### config.mk
export PLATFORM = sky130hd
export DESIGN_NAME = timer_controller
export DESIGN_NICKNAME = d
export VERILOG_FILES = /design/src/rtl/timer_pkg.sv /design/src/rtl/timer_prescaler.sv /design/src/rtl/timer_controller.sv
export SDC_FILE = /design/constraint.sdc
export NUM_CORES = 1
export LEC_CHECK = 0
export BUFFER_PORTS_ARGS = -buffer_cell sky130_fd_sc_hd__buf_2
export CAP_MARGIN = 5
export CORE_MARGIN = 3
export CORE_UTILIZATION = 60
export DETAILED_ROUTE_END_ITERATION = 10
export PLACE_DENSITY = 0.89
export SKIP_LAST_GASP = 1
export SYNTH_ARGS = -nofsm -noshare
export SYNTH_HDL_FRONTEND = slang
export SYNTH_SLANG_ARGS = --single-unit
### constraint.sdc
create_clock -name clk -period 4.9 [get_ports clk]
set_clock_uncertainty 0.05 [all_clocks]
set_input_delay 0.735 -clock clk [delete_from_list [all_inputs] [get_ports clk]]
set_output_delay 0.735 -clock clk [all_outputs]
set_load 0.1 [all_outputs]
### src/rtl/timer_pkg.sv
// rtl/timer_pkg.sv - shared state and direction encodings for the timer controller
package timer_pkg;

  typedef enum logic [1:0] {
    ST_IDLE    = 2'd0,
    ST_RUNNING = 2'd1,
    ST_EXPIRED = 2'd2
  } timer_state_t;

  localparam logic DIR_DOWN = 1'b0;
  localparam logic DIR_UP   = 1'b1;

endpackage

### src/rtl/timer_prescaler.sv
// rtl/timer_prescaler.sv - divides clk into ticks every compare+1 enabled cycles
module timer_prescaler #(
  parameter int WIDTH = 8
) (
  input  logic             clk,
  input  logic             rst,
  input  logic             clear,
  input  logic             enable,
  input  logic [WIDTH-1:0] compare,
  output logic             tick
);

  logic [WIDTH-1:0] r_count;
  logic             w_hit;

  assign w_hit = (r_count == compare);
  assign tick  = enable && w_hit;

  // Count enabled cycles and wrap to zero on each tick; clear restarts the period.
  // compare is live, so lowering it below the count lets the count wrap modulo 2^WIDTH.
  always_ff @(posedge clk) begin
    if (rst || clear) begin
      r_count <= '0;
    end else if (enable) begin
      if (w_hit) begin
        r_count <= '0;
      end else begin
        r_count <= r_count + WIDTH'(1);
      end
    end
  end

endmodule

### src/rtl/timer_controller.sv
// rtl/timer_controller.sv - prescaled up/down timer with one-shot/periodic modes and expiry irq
module timer_controller
  import timer_pkg::*;
#(
  parameter int WIDTH          = 16,
  parameter int PRESCALE_WIDTH = 8
) (
  input  logic                      clk,
  input  logic                      rst,
  input  logic                      cfg_enable,
  input  logic                      cfg_periodic,
  input  logic                      cfg_up,
  input  logic [PRESCALE_WIDTH-1:0] cfg_prescale,
  input  logic [WIDTH-1:0]          cfg_top,
  input  logic                      start,
  input  logic                      stop,
  input  logic                      irq_clear,
  output logic [WIDTH-1:0]          value,
  output logic                      running,
  output logic                      irq,
  output logic                      expired
);

  timer_state_t     r_state;
  timer_state_t     w_state_n;
  logic [WIDTH-1:0] r_value;
  logic [WIDTH-1:0] w_value_n;
  logic             r_running;
  logic             r_irq;
  logic             w_irq_n;
  logic             r_expired;
  logic             w_expired_n;
  logic             w_set_expired;

  logic [WIDTH-1:0] w_sv;
  logic [WIDTH-1:0] w_tv;
  logic             w_at_tv;
  logic             w_tick;
  logic             w_presc_enable;
  logic             w_presc_clear;

  // Start and terminal values swap with direction.
  assign w_sv    = (cfg_up == DIR_UP) ? '0 : cfg_top;
  assign w_tv    = (cfg_up == DIR_UP) ? cfg_top : '0;
  assign w_at_tv = (r_value == w_tv);

  // The prescaler only runs while counting; any start, stop or disable resets its phase
  // so the first tick after a (re)start always lands cfg_prescale+1 cycles later.
  assign w_presc_enable = (r_state == ST_RUNNING) && cfg_enable;
  assign w_presc_clear  = (r_state != ST_RUNNING) || !cfg_enable || start || stop;

  timer_prescaler #(
    .WIDTH (PRESCALE_WIDTH)
  ) u_prescaler (
    .clk     (clk),
    .rst     (rst),
    .clear   (w_presc_clear),
    .enable  (w_presc_enable),
    .compare (cfg_prescale),
    .tick    (w_tick)
  );

  // Next-state, next-value, irq pulse and sticky expiry flag.
  always_comb begin
    w_state_n     = r_state;
    w_value_n     = r_value;
    w_irq_n       = 1'b0;
    w_set_expired = 1'b0;

    if (!cfg_enable) begin
      w_state_n = ST_IDLE;
    end else begin
      case (r_state)
        ST_RUNNING: begin
          if (stop) begin
            // Stop beats start and suppresses any expiry on this cycle.
            w_state_n = ST_IDLE;
          end else begin
            if (w_tick && w_at_tv) begin
              w_irq_n       = 1'b1;
              w_set_expired = 1'b1;
            end
            if (start) begin
              // Restart wins over the tick's value update but not over its irq.
              w_value_n = w_sv;
            end else if (w_tick) begin
              if (w_at_tv) begin
                if (cfg_periodic) begin
                  w_value_n = w_sv;
                end else begin
                  w_state_n = ST_EXPIRED;
                end
              end else if (cfg_up == DIR_UP) begin
                w_value_n = r_value + WIDTH'(1);
              end else begin
                w_value_n = r_value - WIDTH'(1);
              end
            end
          end
        end
        ST_IDLE, ST_EXPIRED: begin
          if (start && !stop) begin
            w_state_n = ST_RUNNING;
            w_value_n = w_sv;
          end
        end
        default: begin
          w_state_n = ST_IDLE;
        end
      endcase
    end

    // Setting the flag takes priority over a simultaneous clear.
    if (w_set_expired) begin
      w_expired_n = 1'b1;
    end else if (irq_clear) begin
      w_expired_n = 1'b0;
    end else begin
      w_expired_n = r_expired;
    end
  end

  // State and output registers.
  always_ff @(posedge clk) begin
    if (rst) begin
      r_state   <= ST_IDLE;
      r_value   <= '0;
      r_running <= 1'b0;
      r_irq     <= 1'b0;
      r_expired <= 1'b0;
    end else begin
      r_state   <= w_state_n;
      r_value   <= w_value_n;
      r_running <= (w_state_n == ST_RUNNING);
      r_irq     <= w_irq_n;
      r_expired <= w_expired_n;
    end
  end

  assign value   = r_value;
  assign running = r_running;
  assign irq     = r_irq;
  assign expired = r_expired;

endmodule
# --- Word level (Yosys, flattened, before mapping) ---
# Index checks and enable logic that the tools add are counted.
totals:
  reg_bits: 29
  latch_bits: 0
  ramBits: 0
  mem_bits_ro: 0
  input_bits: 32
  out_inout_bits: 19
  elab_cells: 59
  mem_count: 0
op_classes:
  addsub: 3
  mul: 0
  n_div: 0
  magnitude_cmp: 0
  n_eq_ne: 10
  shift: 0
  n_mux: 25
  n_bitwise: 0
  reduce_logical: 15
op_table:
  columns: ["cell", "n"]
  rows:
  - ["16-bit 2-to-1 mux", 9]
  - ["16-bit case mux with 2 select lines", 1]
  - ["16-bit by 1-bit adder with 16-bit output (second input constant)", 1]
  - ["16-bit == test", 1]
  - ["16-bit by 1-bit subtractor with 16-bit output (second input constant)", 1]
  - ["2-bit 2-to-1 mux", 7]
  - ["8-bit by 1-bit adder with 8-bit output (second input constant)", 1]
  - ["8-bit == test", 1]
  - ["8-bit 2-to-1 mux", 1]
  - ["1-bit 2-to-1 mux", 6]
  - ["6-bit AND reduction", 1]
  - ["2-bit by 1-bit == test with 1-bit output (second input constant)", 2]
  - ["1-bit logical AND", 4]
  - ["1-bit logical OR", 4]
  - ["2-bit != test (second input constant)", 2]
  - ["4-bit != test (second input constant)", 1]
  - ["2-bit case mux with 2 select lines", 1]
  - ["2-bit nonzero test", 2]
  - ["3-bit != test (second input constant)", 1]
  - ["2-bit == test (second input constant)", 1]
  - ["1-bit logical NOT", 2]
  - ["2-bit logical NOT", 1]
  - ["2-bit by 1-bit != test with 1-bit output (second input constant)", 1]
  - ["2-bit OR reduction", 1]

# --- Longest topological paths before layout ---
depth:
  depth_word: 9
  ltp_mapped: 12
  mapped_depth_nobuf: 10

# --- By module ---
# A second synthesis with hierarchy kept.
hier_totals:
  cells_unflattened: 326
  area_unflattened_um2: 2593.7
by_module_without_submodules:
  columns: ["mod", "instances", "cells_per_inst", "area_each_um2", "seq_area_each_um2"]
  rows:
  - ["timer_controller", 1, 277, 2159.6, 420.4]
  - ["timer_prescaler", 1, 49, 434.2, 160.2]

# --- Worst setup path before layout ---
# OpenSTA, ideal clock, no wires.
synth_path:
  kind: "input -> register"
  start: "input cfg_up"
  end: "register r_value[14] (netlist: value[14])"
  setup_time_ns: 0.130
  arrival_ns: 3.280
  t_required_ns: 4.720
  setup_slack_ns: 1.440
  stages: 12
  path_buffers: 2
  cell_sequence: "clkbuf_2 buf_2 inv_1 ha_1 a21o_1 a21oi_1 o21ai_0 nand2_1 a211oi_1 mux2_2 o41ai_1 a21oi_1"
synth_via:
  elab_chain_cells: 7
  elab_cells_between_ends: 13
  classes_between: "eq/ne: 2; mux: 10; reduce/logical: 1"
synth_rtl:
  columns: ["element", "line", "rtl"]
  rows:
  - ["start: declaration", "timer_controller.sv:12", "input logic cfg_up,"]
  - ["16-bit 2-to-1 mux, on equally long branches", "timer_controller.sv:44, timer_controller.sv:43", null]
  - ["16-bit == test / 16-bit 2-to-1 mux (equally long branches)", "timer_controller.sv:45, timer_controller.sv:88", null]
  - ["16-bit 2-to-1 mux", "timer_controller.sv:87", "if (w_at_tv) begin"]
  - ["16-bit 2-to-1 mux", "timer_controller.sv:86", "end else if (w_tick) begin"]
  - ["16-bit 2-to-1 mux", "timer_controller.sv:83", "if (start) begin"]
  - ["16-bit 2-to-1 mux", "timer_controller.sv:75", "if (stop) begin"]
  - ["16-bit case mux with 2 select lines", "timer_controller.sv:73", "case (r_state)"]
  - ["end signal: assignment", "timer_controller.sv:133", "r_value <= w_value_n;"]
  - ["end: declaration", "timer_controller.sv:26", "logic [WIDTH-1:0] r_value;"]
# Parallel ways exist; a longest one is shown, timed or not. The select of a mux whose other input is x is not followed.
# A chain may end at the register's enable or synchronous reset.

# --- Final worst setup path ---
# Ends and elaborated chain as after synthesis.

==> run metrics <==
status finished, final reports clean; drc violations 0; clk root buf clkbuf_8; routability cong. 0.928; TritonCTS clock tree done; Final Hold Fails 0; Slew Viols, Final 0; cell area after synthesis 0.00248 sq mm; Gate power share 0.317; Syn Nets 359; first-pass GRT wire length 9810 microns; top cells by count, synth nor2_1, dfxtp_1, a21oi_1, nand2_1, xor2_1; PostCTS Resize Cnt 0; RSZ-0062 raised after global routing false; ranking of synthesized cells by area dfxtp_1, ha_1, xor2_1; Reg power frac 0.387; Lkg Pwr 1.21 nW; reg2reg setup slack 2030 ps; placed cells 400; hold buffers post-CTS 0; clk buf depth 2; Post-DP Area 0.00276 sq mm; IO Port Bufs 50; Slew @ Worst Pin 888 ps; final core occ 0.743; power share of the clock group 0.295; final setup violating endpoints 0; dpl ws 892 ps; net switching power 0.246 mW; Rel. slew slack 0.408; fin worst setup slack 1130 ps; Max Cap Viol 0; total number of vias 2510; routed length per instance 14.8 microns; largest net degree at the start of global routing 28; Congestion Overflow GR 0; overall power 0.656 mW; sw frac 0.375; Peak supply drop 188 uV; Critical Path RT 5020 ps; post-synthesis sequential area ratio 0.234; FF-to-FF path depth 8; Critical Path End value[14]; crit path max fanout 27; CTS buffer count 5; DR iter-0 viols 170; Antenna Nets Post-Route 0; number of synthesis warnings 0; Setup crit start cfg_up; Rows 22; post-CTS setup buffers 0; Hold Crit Class flop to flop; P_int 0.410 mW; area growth from synthesis to layout 14.4%; Syn Area/Cell 7.99 sq um; Core ar. 0.00383 sq mm; Cells after Synth 311; Finished Layout Cells 408; Inserted Diodes 0; routed vias/inst 6.15; top-count cell post-synth nor2_1; final wirelength 6030 microns; GRT Total Usage 0.244; reg-to-reg endpoint value[15]; PwrDens 231 mW/mm^2; synthesized flop and latch total 29; H-tree depth 2; CTS clk-pin slew, worst paths 70 ps; vias in the first global route 2149; Die ar. 0.00495 sq mm; clock sinks 29; CP Class input pin to flop; Horiz. Die Dim 70.3 microns; first-pass iteration count of the detailed router 5; Setup crit end kind flop; die height 70.3 microns; area leader, netlist dfxtp_1; fmax 266 MHz; Final Hold Slack 400 ps; Final HPWL DP 4400 microns; Clk Latency, worst-skew pair 290 ps; CP startpoint kind input pin; initial antenna violation count 0; dominant synthesized flop cell dfxtp_1; Final nets 407; Post-synth EDFFs 0; post-synth top area share 0.234; setup tns final 0 ps; share of cells above drive strength 1 0.200; min cycle time layout 3770 ps; Worst Path Arrival 3890 ps; I/O pin count 51; initial core utilization 0.649; Finished Cell Area 0.00284 sq mm; unique cell type count in the Yosys netlist 59; final period utilization 0.769; r2r startpoint value[1]; share of flip-flops with an asynchronous set or reset 0
[worst max-delay path, stage by stage]
cell	delay [ps]
buf_2	380
inv_1	450
ha_1	490
a21o_1	140
a21oi_1	100
o21ai_0	220
nand2_1	80
a211oi_1	430
mux2_2	390
o41ai_1	350
a21oi_1	110
[state kept, by name, indices dropped and copies added (netlist names)]
signal	flops
expired	1
irq	1
r_state	2
running	1
u_prescaler.r_count	8
value	16
[power by group through the flow]
stage               clock (mW)  sequential (mW)  combinational (mW)
floorplan                    0            0.303               0.113
global placement             0            0.259               0.201
detailed placement           0            0.259               0.205
finish                   0.194            0.254               0.208
global route             0.206            0.255               0.226
CTS                      0.197            0.254               0.207
[per-layer routing]
layer | wire length (microns) | share of wire | vias up | GRT usage
met5 | 0 | 0 | - | 0
met4 | 66 | 0.011 | 0 | 0.0830
met3 | 419 | 0.070 | 6 | 0.0432
met2 | 2710 | 0.45 | 101 | 0.368
met1 | 2840 | 0.47 | 1142 | 0.346
li1 | - | - | 1261 | -
[worst min path at each step]
stage / cells after the start / endpoint / startpoint
floorplan: 2 / u_prescaler.r_count[7] / u_prescaler.r_count[7]
global placement: 1 / expired / expired
detailed placement: 1 / expired / expired
CTS: 1 / expired / expired
global route: 1 / expired / expired
finish: 1 / expired / expired
[cells in the final DEF, fill, tap and decap left out, types with 3 or more instances in the layout]
cell type  instances
nand4_1            3
dfxtp_1           29
nand2_1           21
nor3b_1            9
clkbuf_8           5
xor2_1            20
a21o_1             3
o21ai_0           17
inv_1              8
nand3b_1           9
xnor2_1           11
o21bai_1           3
a21oi_1           21
o22ai_1            8
a211oi_1          12
a22oi_1            8
a221oi_1           4
nor2_1            38
ha_1              15
nor3_1            13
nand3_1            4
buf_2             50
[final cells by class]
cell class              instances  area, sq um
inverters                       8         30.0
clock buffers                   6         72.6
repair buffers                 51          258
flip-flops and latches         29          581
fillers                       302          985
well taps                      48         60.1
multi-input cells             264         1830
clock inverters                 2         10.0
[kinds of logic after synthesis]
family | after synthesis | share of synthesized area
AO/OA/AOI/OAI | 97 | 0.272
multiplexers | 3 | 0.0126
XOR/XNOR | 31 | 0.109
AND/OR/NAND/NOR | 117 | 0.259
buffers and inverters | 18 | 0.0292
flip-flops | 29 | 0.234
adder cells (fa/ha/maj) | 16 | 0.0836
(Power assumes the default switching activity.)
